File: config.mk
export PLATFORM = sky130hd
export DESIGN_NAME = sanduba_cliente
export DESIGN_NICKNAME = d
export VERILOG_FILES = /design/src/rtl/sanduba_cliente.sv
export SDC_FILE = /design/constraint.sdc
export NUM_CORES = 1
export LEC_CHECK = 0
export BUFFER_PORTS_ARGS = -buffer_cell sky130_fd_sc_hd__buf_2
export CORE_ASPECT_RATIO = 0.6
export CORE_MARGIN = 3
export CORE_UTILIZATION = 48
export DETAILED_ROUTE_END_ITERATION = 8
export PLACE_DENSITY = 0.72
export SYNTH_ARGS = -nofsm -noshare
export SYNTH_HDL_FRONTEND = slang
export SYNTH_SLANG_ARGS = --single-unit
export TNS_END_PERCENT = 5
File: constraint.sdc
create_clock -name clock -period 5.3 [get_ports clock]
set_input_delay 0.265 -clock clock [delete_from_list [all_inputs] [get_ports clock]]
set_output_delay 0.265 -clock clock [all_outputs]
set_load 0.02 [all_outputs]
File: src/rtl/sanduba_cliente.sv
// sanduba_cliente: customer-side order sequencer for the sandwich vending machine.
// Takes one order from an upstream controller and replays it into the machine as
// paced single-cycle pulses. It also collects the machine's responses for that order.
// Optional feature: define SANDUBA_PRECHECK_EN to refuse underpaid sandwich orders
// locally, without touching the machine.
module sanduba_cliente #(
  parameter int unsigned GREEN_PRICE = 2,
  parameter int unsigned ATUM_PRICE  = 3,
  parameter int unsigned BACON_PRICE = 4,
  parameter int unsigned TIMEOUT     = 32
) (
  input  logic       clock,
  input  logic       reset,
  input  logic       ord_valid,
  output logic       ord_ready,
  input  logic [1:0] ord_item,
  input  logic [2:0] ord_coins,
  output logic       m100,
  output logic       dev,
  output logic       r_green,
  output logic       r_atum,
  output logic       r_bacon,
  input  logic       green,
  input  logic       atum,
  input  logic       bacon,
  input  logic       d100,
  input  logic       busy,
  output logic       done,
  output logic       rsp_item_ok,
  output logic       rsp_wrong,
  output logic [2:0] rsp_change,
  output logic       rsp_timeout,
  output logic       rsp_refused
);

  localparam int unsigned TW = (TIMEOUT > 1) ? $clog2(TIMEOUT) : 1;

  typedef enum logic [2:0] {S_IDLE, S_WAIT, S_PULSE, S_GAP, S_DONE} state_t;

  state_t          r_state;
  logic [1:0]      r_item;
  logic [2:0]      r_coins_left;
  logic            r_req_sent;
  logic            r_is_req;
  logic [TW-1:0]   r_tmo;

  logic [2:0]      w_sand;
  logic [2:0]      w_want;
  logic [31:0]     w_price;
  logic            w_short;

  // Sandwich outputs seen this cycle and the one the latched order asked for
  always_comb begin
    w_sand = {bacon, atum, green};
    w_want = 3'b000;
    case (r_item)
      2'd0:    w_want = 3'b001;
      2'd1:    w_want = 3'b010;
      2'd2:    w_want = 3'b100;
      default: w_want = 3'b000;
    endcase
  end

  // Price of the offered item and whether the offered coins fall short of it
  always_comb begin
    case (ord_item)
      2'd1:    w_price = 32'(ATUM_PRICE);
      2'd2:    w_price = 32'(BACON_PRICE);
      default: w_price = 32'(GREEN_PRICE);
    endcase
    w_short = (ord_item != 2'd3) && (32'(ord_coins) < w_price);
  end

`ifndef SANDUBA_PRECHECK_EN
  logic w_unused_short;
  assign w_unused_short = w_short;
  assign rsp_refused    = 1'b0;
`endif

  // Order sequencer with registered machine inputs and response monitor
  always_ff @(posedge clock or negedge reset) begin
    if (!reset) begin
      r_state      <= S_IDLE;
      r_item       <= 2'd0;
      r_coins_left <= 3'd0;
      r_req_sent   <= 1'b0;
      r_is_req     <= 1'b0;
      r_tmo        <= '0;
      ord_ready    <= 1'b0;
      m100         <= 1'b0;
      dev          <= 1'b0;
      r_green      <= 1'b0;
      r_atum       <= 1'b0;
      r_bacon      <= 1'b0;
      done         <= 1'b0;
      rsp_item_ok  <= 1'b0;
      rsp_wrong    <= 1'b0;
      rsp_change   <= 3'd0;
      rsp_timeout  <= 1'b0;
`ifdef SANDUBA_PRECHECK_EN
      rsp_refused  <= 1'b0;
`endif
    end else begin
      case (r_state)
        S_IDLE: begin
          ord_ready <= 1'b1;
          if (ord_ready && ord_valid) begin
            ord_ready    <= 1'b0;
            r_item       <= ord_item;
            r_coins_left <= ord_coins;
            r_req_sent   <= 1'b0;
            r_tmo        <= '0;
            rsp_item_ok  <= 1'b0;
            rsp_wrong    <= 1'b0;
            rsp_change   <= 3'd0;
            rsp_timeout  <= 1'b0;
`ifdef SANDUBA_PRECHECK_EN
            rsp_refused  <= 1'b0;
            if (w_short) begin
              rsp_refused <= 1'b1;
              done        <= 1'b1;
              r_state     <= S_DONE;
            end else begin
              r_state     <= S_WAIT;
            end
`else
            r_state      <= S_WAIT;
`endif
          end
        end
        S_WAIT: begin
          if (!busy) begin
            if (r_coins_left != 3'd0) begin
              m100     <= 1'b1;
              r_is_req <= 1'b0;
              r_state  <= S_PULSE;
            end else if (!r_req_sent) begin
              case (r_item)
                2'd0:    r_green <= 1'b1;
                2'd1:    r_atum  <= 1'b1;
                2'd2:    r_bacon <= 1'b1;
                default: dev     <= 1'b1;
              endcase
              r_is_req <= 1'b1;
              r_state  <= S_PULSE;
            end else begin
              done    <= 1'b1;
              r_state <= S_DONE;
            end
          end else if (r_tmo == TW'(TIMEOUT - 1)) begin
            rsp_timeout <= 1'b1;
            done        <= 1'b1;
            r_state     <= S_DONE;
          end else begin
            r_tmo <= r_tmo + TW'(1);
          end
        end
        S_PULSE: begin
          m100    <= 1'b0;
          dev     <= 1'b0;
          r_green <= 1'b0;
          r_atum  <= 1'b0;
          r_bacon <= 1'b0;
          if (r_is_req) r_req_sent <= 1'b1;
          else          r_coins_left <= r_coins_left - 3'd1;
          r_state <= S_GAP;
        end
        S_GAP: begin
          r_tmo   <= '0;
          r_state <= S_WAIT;
        end
        S_DONE: begin
          done      <= 1'b0;
          ord_ready <= 1'b1;
          r_state   <= S_IDLE;
        end
        default: r_state <= S_IDLE;
      endcase

      if ((r_state == S_WAIT) || (r_state == S_PULSE) || (r_state == S_GAP)) begin
        if (d100 && (rsp_change != 3'd7)) rsp_change <= rsp_change + 3'd1;
        if (|(w_sand & w_want))  rsp_item_ok <= 1'b1;
        if (|(w_sand & ~w_want)) rsp_wrong   <= 1'b1;
      end
    end
  end

endmodule
Word-level counts from Yosys, hierarchy flattened

Index checks and enable logic that the tools add are counted.

Register bits: 28
Input port bits: 13
Output and inout bits: 14
Logic and storage cells: 142

Add/subtract/negate cells: 3
Equality and inequality tests: 26
Multiplexer cells: 63
Bitwise logic cells: 4
Reduce and logical (&&, ||, !) cells: 29

Operators with widths:

| operator                                                              | number |
|---|---|
| 1-bit two-way mux                                                     | 36 |
| 3-bit two-way mux                                                     | 11 |
| 2-bit != test, second input constant                                  | 11 |
| 5-bit AND reduction                                                   | 4 |
| 1-bit one-hot mux with 2 select lines                                 | 9 |
| 5-bit two-way mux                                                     | 3 |
| 5-bit one-hot mux with 3 select lines                                 | 1 |
| 3-bit != test, second input constant                                  | 4 |
| 3-bit one-hot mux with 4 select lines                                 | 1 |
| 3-bit AND reduction                                                   | 4 |
| 4-bit AND reduction                                                   | 3 |
| 2-bit nonzero test                                                    | 5 |
| 3-bit one-hot mux with 3 select lines                                 | 1 |
| 3-bit OR reduction                                                    | 3 |
| 2-bit by 1-bit != test with 1-bit output, second input constant       | 4 |
| 3-bit bitwise AND                                                     | 2 |
| 3-bit by 2-bit equality test with 1-bit output, second input constant | 2 |
| 3-bit one-hot mux with 2 select lines                                 | 1 |
| 3-bit nonzero test                                                    | 2 |
| 5-bit by 1-bit adder with 5-bit output, second input constant         | 1 |
| 5-bit equality test, second input constant                            | 1 |
| 2-bit AND reduction                                                   | 2 |
| 3-bit by 1-bit adder with 3-bit output, second input constant         | 1 |
| 3-bit by 1-bit equality test with 1-bit output, second input constant | 1 |
| 10 further kinds                                                      | 12 |

Depth between registers and ports, before layout

Depth after elaboration: 7
Mapped depth: 6
Depth with buffers taken out: 6

Least setup slack after synthesis

Ideal clock, no wire load.

Kind: register to register
Start: register rsp_change[0]
End: register rsp_change[0]
Arrival: 1575 ps
Data required time: 5175 ps
Slack: 3601 ps
Cell stages (with the launch flop): 6
Buffers on the path: 0
Period minus slack after synthesis: 1699 ps
Cells stage by stage: dfrtp_1 > ha_1 > ha_1 > nor4b_2 > nor2_1 > mux2_2

Longest elaborated chain between the ends: 4
Elaborated cells on any way between the ends: 7
Classes of those cells: add/sub: 1; eq/ne: 1; mux: 4; reduce/logical: 1

Ends and longest elaborated chain:

| what                                                                                           | line | text |
|---|---|---|
| start, declared                                                                                | 31   | `output logic [2:0] rsp_change,` |
| start signal, assigned                                                                         | 181  | `if (d100 && (rsp_change != 3'd7)) rsp_change <= rsp_change + 3'd1;` |
| parallel branches: the longest is 3 deep, another holds 3-bit by 1-bit adder with 3-bit output | -    |  |
| 3-bit two-way mux *                                                                            | 180  | `if ((r_state == S_WAIT) \|\| (r_state == S_PULSE) \|\| (r_state == S_GAP)) begin` |

Every way passes the cells marked *.
A chain may end at the register's enable or synchronous reset.

Worst setup path after layout

Start: register r_tmo[0]
End: register r_tmo[0]

Longest elaborated chain between the ends: 4
Elaborated cells on any way between the ends: 7
Classes of those cells: add/sub: 1; eq/ne: 2; mux: 3; reduce/logical: 1

Ends and longest elaborated chain:

| what                                   | line | text |
|---|---|---|
| start, declared                        | 45   | `logic [TW-1:0] r_tmo;` |
| start signal, assigned                 | 155  | `r_tmo <= r_tmo + TW'(1);` |
| 5-bit by 1-bit adder with 5-bit output | 155  |  |
| 5-bit two-way mux                      | 150  | `end else if (r_tmo == TW'(TIMEOUT - 1)) begin` |
| 5-bit two-way mux                      | 132  | `if (!busy) begin` |
| 5-bit one-hot mux with 3 select lines  | 104  | `case (r_state)` |

Parallel ways exist; a longest one is shown, timed or not. The select of a mux whose other input is x is not followed.

==> results.py <==
metrics = {
    "sta": {
        "finClkSkew_ns": 0.00255,
        "fin_crit_sh_pct": 35.5,
        "maxSlewViolCount": 0,
        "tightest_slew_ns": 0.618,
        "setup_viol": 0,
        "tns_ns": 0,
        "fmax_mhz": 532,
        "rsz0062_at_grt": "no",
        "hold_ws_ns": -0.00309,
        "fin_crit_ns": 1.88,
        "slew_headroom_pct": 58.8,
        "hold_viol_final": 9,
        "setup_slack_ns": 3.42,
    },
    "power": {
        "vdd_drop_max_mv": 0.325,
        "switching_share_pct": 41.6,
        "seqPwrFrac_pct": 43.5,
        "power_density_nw_per_um2": 538,
        "power_frac_comb_pct": 43.7,
        "cell_internal_pwr_uw": 509,
        "net-switching-power_uw": 363,
        "p_leak_uw": 0.000808,
        "clock_power_share_pct": 12.8,
    },
    "cts": {
        "cts-resized-gates": 0,
        "clock_sinks": 28,
        "post-cts-setup-buffers": 0,
        "root_buffer": "clkbuf_8",
        "cts_buffers": 3,
        "clock_path_buffers": 2,
        "ctsHoldBuffers": 0,
        "clkSlewWorstSetupHoldPaths_ns": 0.09,
        "htree_num_levels": 1,
        "cts_tree": "done",
        "clock_latency_ns": 0.27,
    },
    "worst_setup_path": {
        "cp-end-kind": "flop",
        "ff2ff_setup_slack_ns": 3.42,
        "worstPathArrival_ns": 2.09,
        "timing.rr.start": "r_tmo[0]",
        "crit_path_start_kind": "flop",
        "cp.required_ns": 5.51,
        "crit_fanout": 6,
        "critPathKind": "flop to flop",
        "reg2regPathDepth": 5,
        "r2r_end": "r_tmo[0]",
    },
    "global_route": {
        "grt_pass1_wl_um": 5210,
        "first_global_vias": 1079,
        "track_usage_pct": 17.7,
        "antenna_found_initial": 0,
        "grt-ovfl-total": 0,
        "grt_max_degree": 29,
    },
    "detailed_routing": {
        "drc_errors": 0,
        "first_pass_iters": 4,
        "drtAntennaViolNets": 0,
        "vias_per_cell": 5.58,
        "wl_per_cell_um": 15.5,
        "wl_um": 3090,
        "num_vias": 1110,
        "first_iter_violations": 93,
    },
    "die": {
        "start_util_pct": 53.8,
        "dieArea_um2": 3720,
        "die_w_um": 76.8,
        "num_rows": 14,
        "die_y_um": 48.5,
        "ios": 27,
        "core_area_um2": 2680,
    },
    "synth": {
        "syn-num-nets": 156,
        "synth_cells": 137,
        "synth.distinct_cells": 41,
        "synth_seq_cells": 28,
        "ys_warn_count": 0,
        "syn_area_um2": 1440,
        "async_reset_ff_share_pct": 100,
        "synth_edf_count": 0,
        "synth_area_per_cell_um2": 10.5,
        "ys.flop_type": "dfrtp_1",
        "ys_seq_area_share_pct": 48.6,
    },
    "final_layout": {
        "finalNetCount": 180,
        "area_delta_synth_final_pct": 12.5,
        "final_common_cell": "dfrtp_1",
        "layout_common_cells": "28 x dfrtp_1, 25 x buf_2, 16 x nor2_1, 9 x nand2_1",
        "num_antenna_cells": 0,
        "layout-drive-gt1-share_pct": 25.2,
        "design_area_um2": 1620,
    },
    "placed_design": {
        "placed_area_um2": 1580,
        "portBuffers": 25,
        "dpl.hpwl_um": 2340,
        "place_congestion": 0.843,
        "pre_cts_ws_ns": 3.46,
    },
    "outcome": {
        "outcome": "finished, violations left",
        "violations": "negative hold slack",
    },
    "job": {
        "drv_cap": 0,
    },
    "min_path": {
        "hold_class": "primary input to async pin",
    },
}
## per-stage QoR
stage / util, % / total power, uW / hold slack, ns / std cells
after detailed placement: 59.0 / 763 / 0.319 / 196
final: 60.6 / 873 / -0.00309 / 199
after floorplan: - / 657 / -0.0306 / 137
after CTS: 60.6 / 879 / 0.0155 / 199
after global routing: 60.6 / 943 / 0.0453 / 199
after global placement: 59.0 / 740 / 0.312 / 196
## flip-flops by register name, summed over array words and instances (netlist names)
name	count
r_state	3
r_bacon	1
done	1
r_item	2
r_coins_left	3
rsp_timeout	1
dev	1
rsp_item_ok	1
rsp_wrong	1
m100	1
r_is_req	1
ord_ready	1
r_atum	1
rsp_change	3
r_tmo	5
r_req_sent	1
r_green	1
## layout make-up
cell class	count	area [um2]
Fill cell	231	1060
Clock buffer	3	41.3
Multi-Input combinational cell	97	683
Sequential cell	28	701
Tap cell	40	50.0
Inverter	6	22.5
Timing Repair Buffer	25	125
## cell families (layout without fill, tap and decap cells)
group,Yosys count,count (layout),synth area share [%]
simple gates,54,54,22.8
compound gates,32,32,16.1
flops,28,28,48.6
buf+inv,12,34,4.08
fa+ha+maj,6,6,5.20
mux,4,4,2.95
other cells,1,1,0.260
## synthesized netlist by cell type (2+ instances only)
library cell / instances / area share (%)
a211oi_1: 2 / 1.0
a21o_1: 2 / 1.0
a21oi_1: 5 / 1.7
a221o_1: 4 / 2.8
a22o_1: 7 / 4.2
a31oi_1: 3 / 1.3
and3_1: 2 / 0.87
dfrtp_1: 28 / 49
ha_1: 6 / 5.2
inv_1: 6 / 1.6
mux2_2: 2 / 1.6
mux2i_1: 2 / 1.4
nand2_1: 9 / 2.3
nand2b_1: 7 / 3.0
nand3_1: 3 / 1.0
nor2_1: 16 / 4.2
nor2b_1: 2 / 0.87
nor3_1: 2 / 0.69
nor4b_2: 2 / 2.1
o21ai_0: 5 / 1.7
or2_2: 2 / 0.87
## routing by layer
layer  track usage [%]  vias to the layer above  part of all wire [%]
li1                  -                      532                     -
met1              26.0                      539                    48
met2              25.4                       35                    44
met3              5.37                        4                   7.3
met4              4.22                        0                  0.68
met5                 0                        -                     0
## power groups by stage
stage                     Sequential (uW)  Clock, uW  Combinational [uW]
final                                 379        112                 381
after global routing                  391        127                 424
after CTS                             378        116                 385
after detailed placement              380          0                 383
after global placement                376          0                 364
after floorplan                       391          0                 266
## critical path, cell delays in order, from the launching register on
cell and delay (ns):
dfrtp_1 0.42, ha_1 0.22, and3_1 0.17, ha_1 0.23, nor4b_2 0.52, mux2_2 0.26
## worst max-delay path by stage
stage / start / endpoint / slack [ns] / depth (start not counted)
finish: r_tmo[0] / r_tmo[0] / 3.42 / 5
CTS: r_tmo[0] / r_tmo[3] / 3.44 / 6
floorplan: rsp_change[0] / rsp_change[0] / 3.60 / 5
detailed placement: r_tmo[0] / r_tmo[0] / 3.46 / 5
global route: r_tmo[0] / r_tmo[3] / 3.30 / 6
global placement: r_tmo[0] / r_tmo[0] / 3.57 / 5
Power figures use the tool's default switching activity.
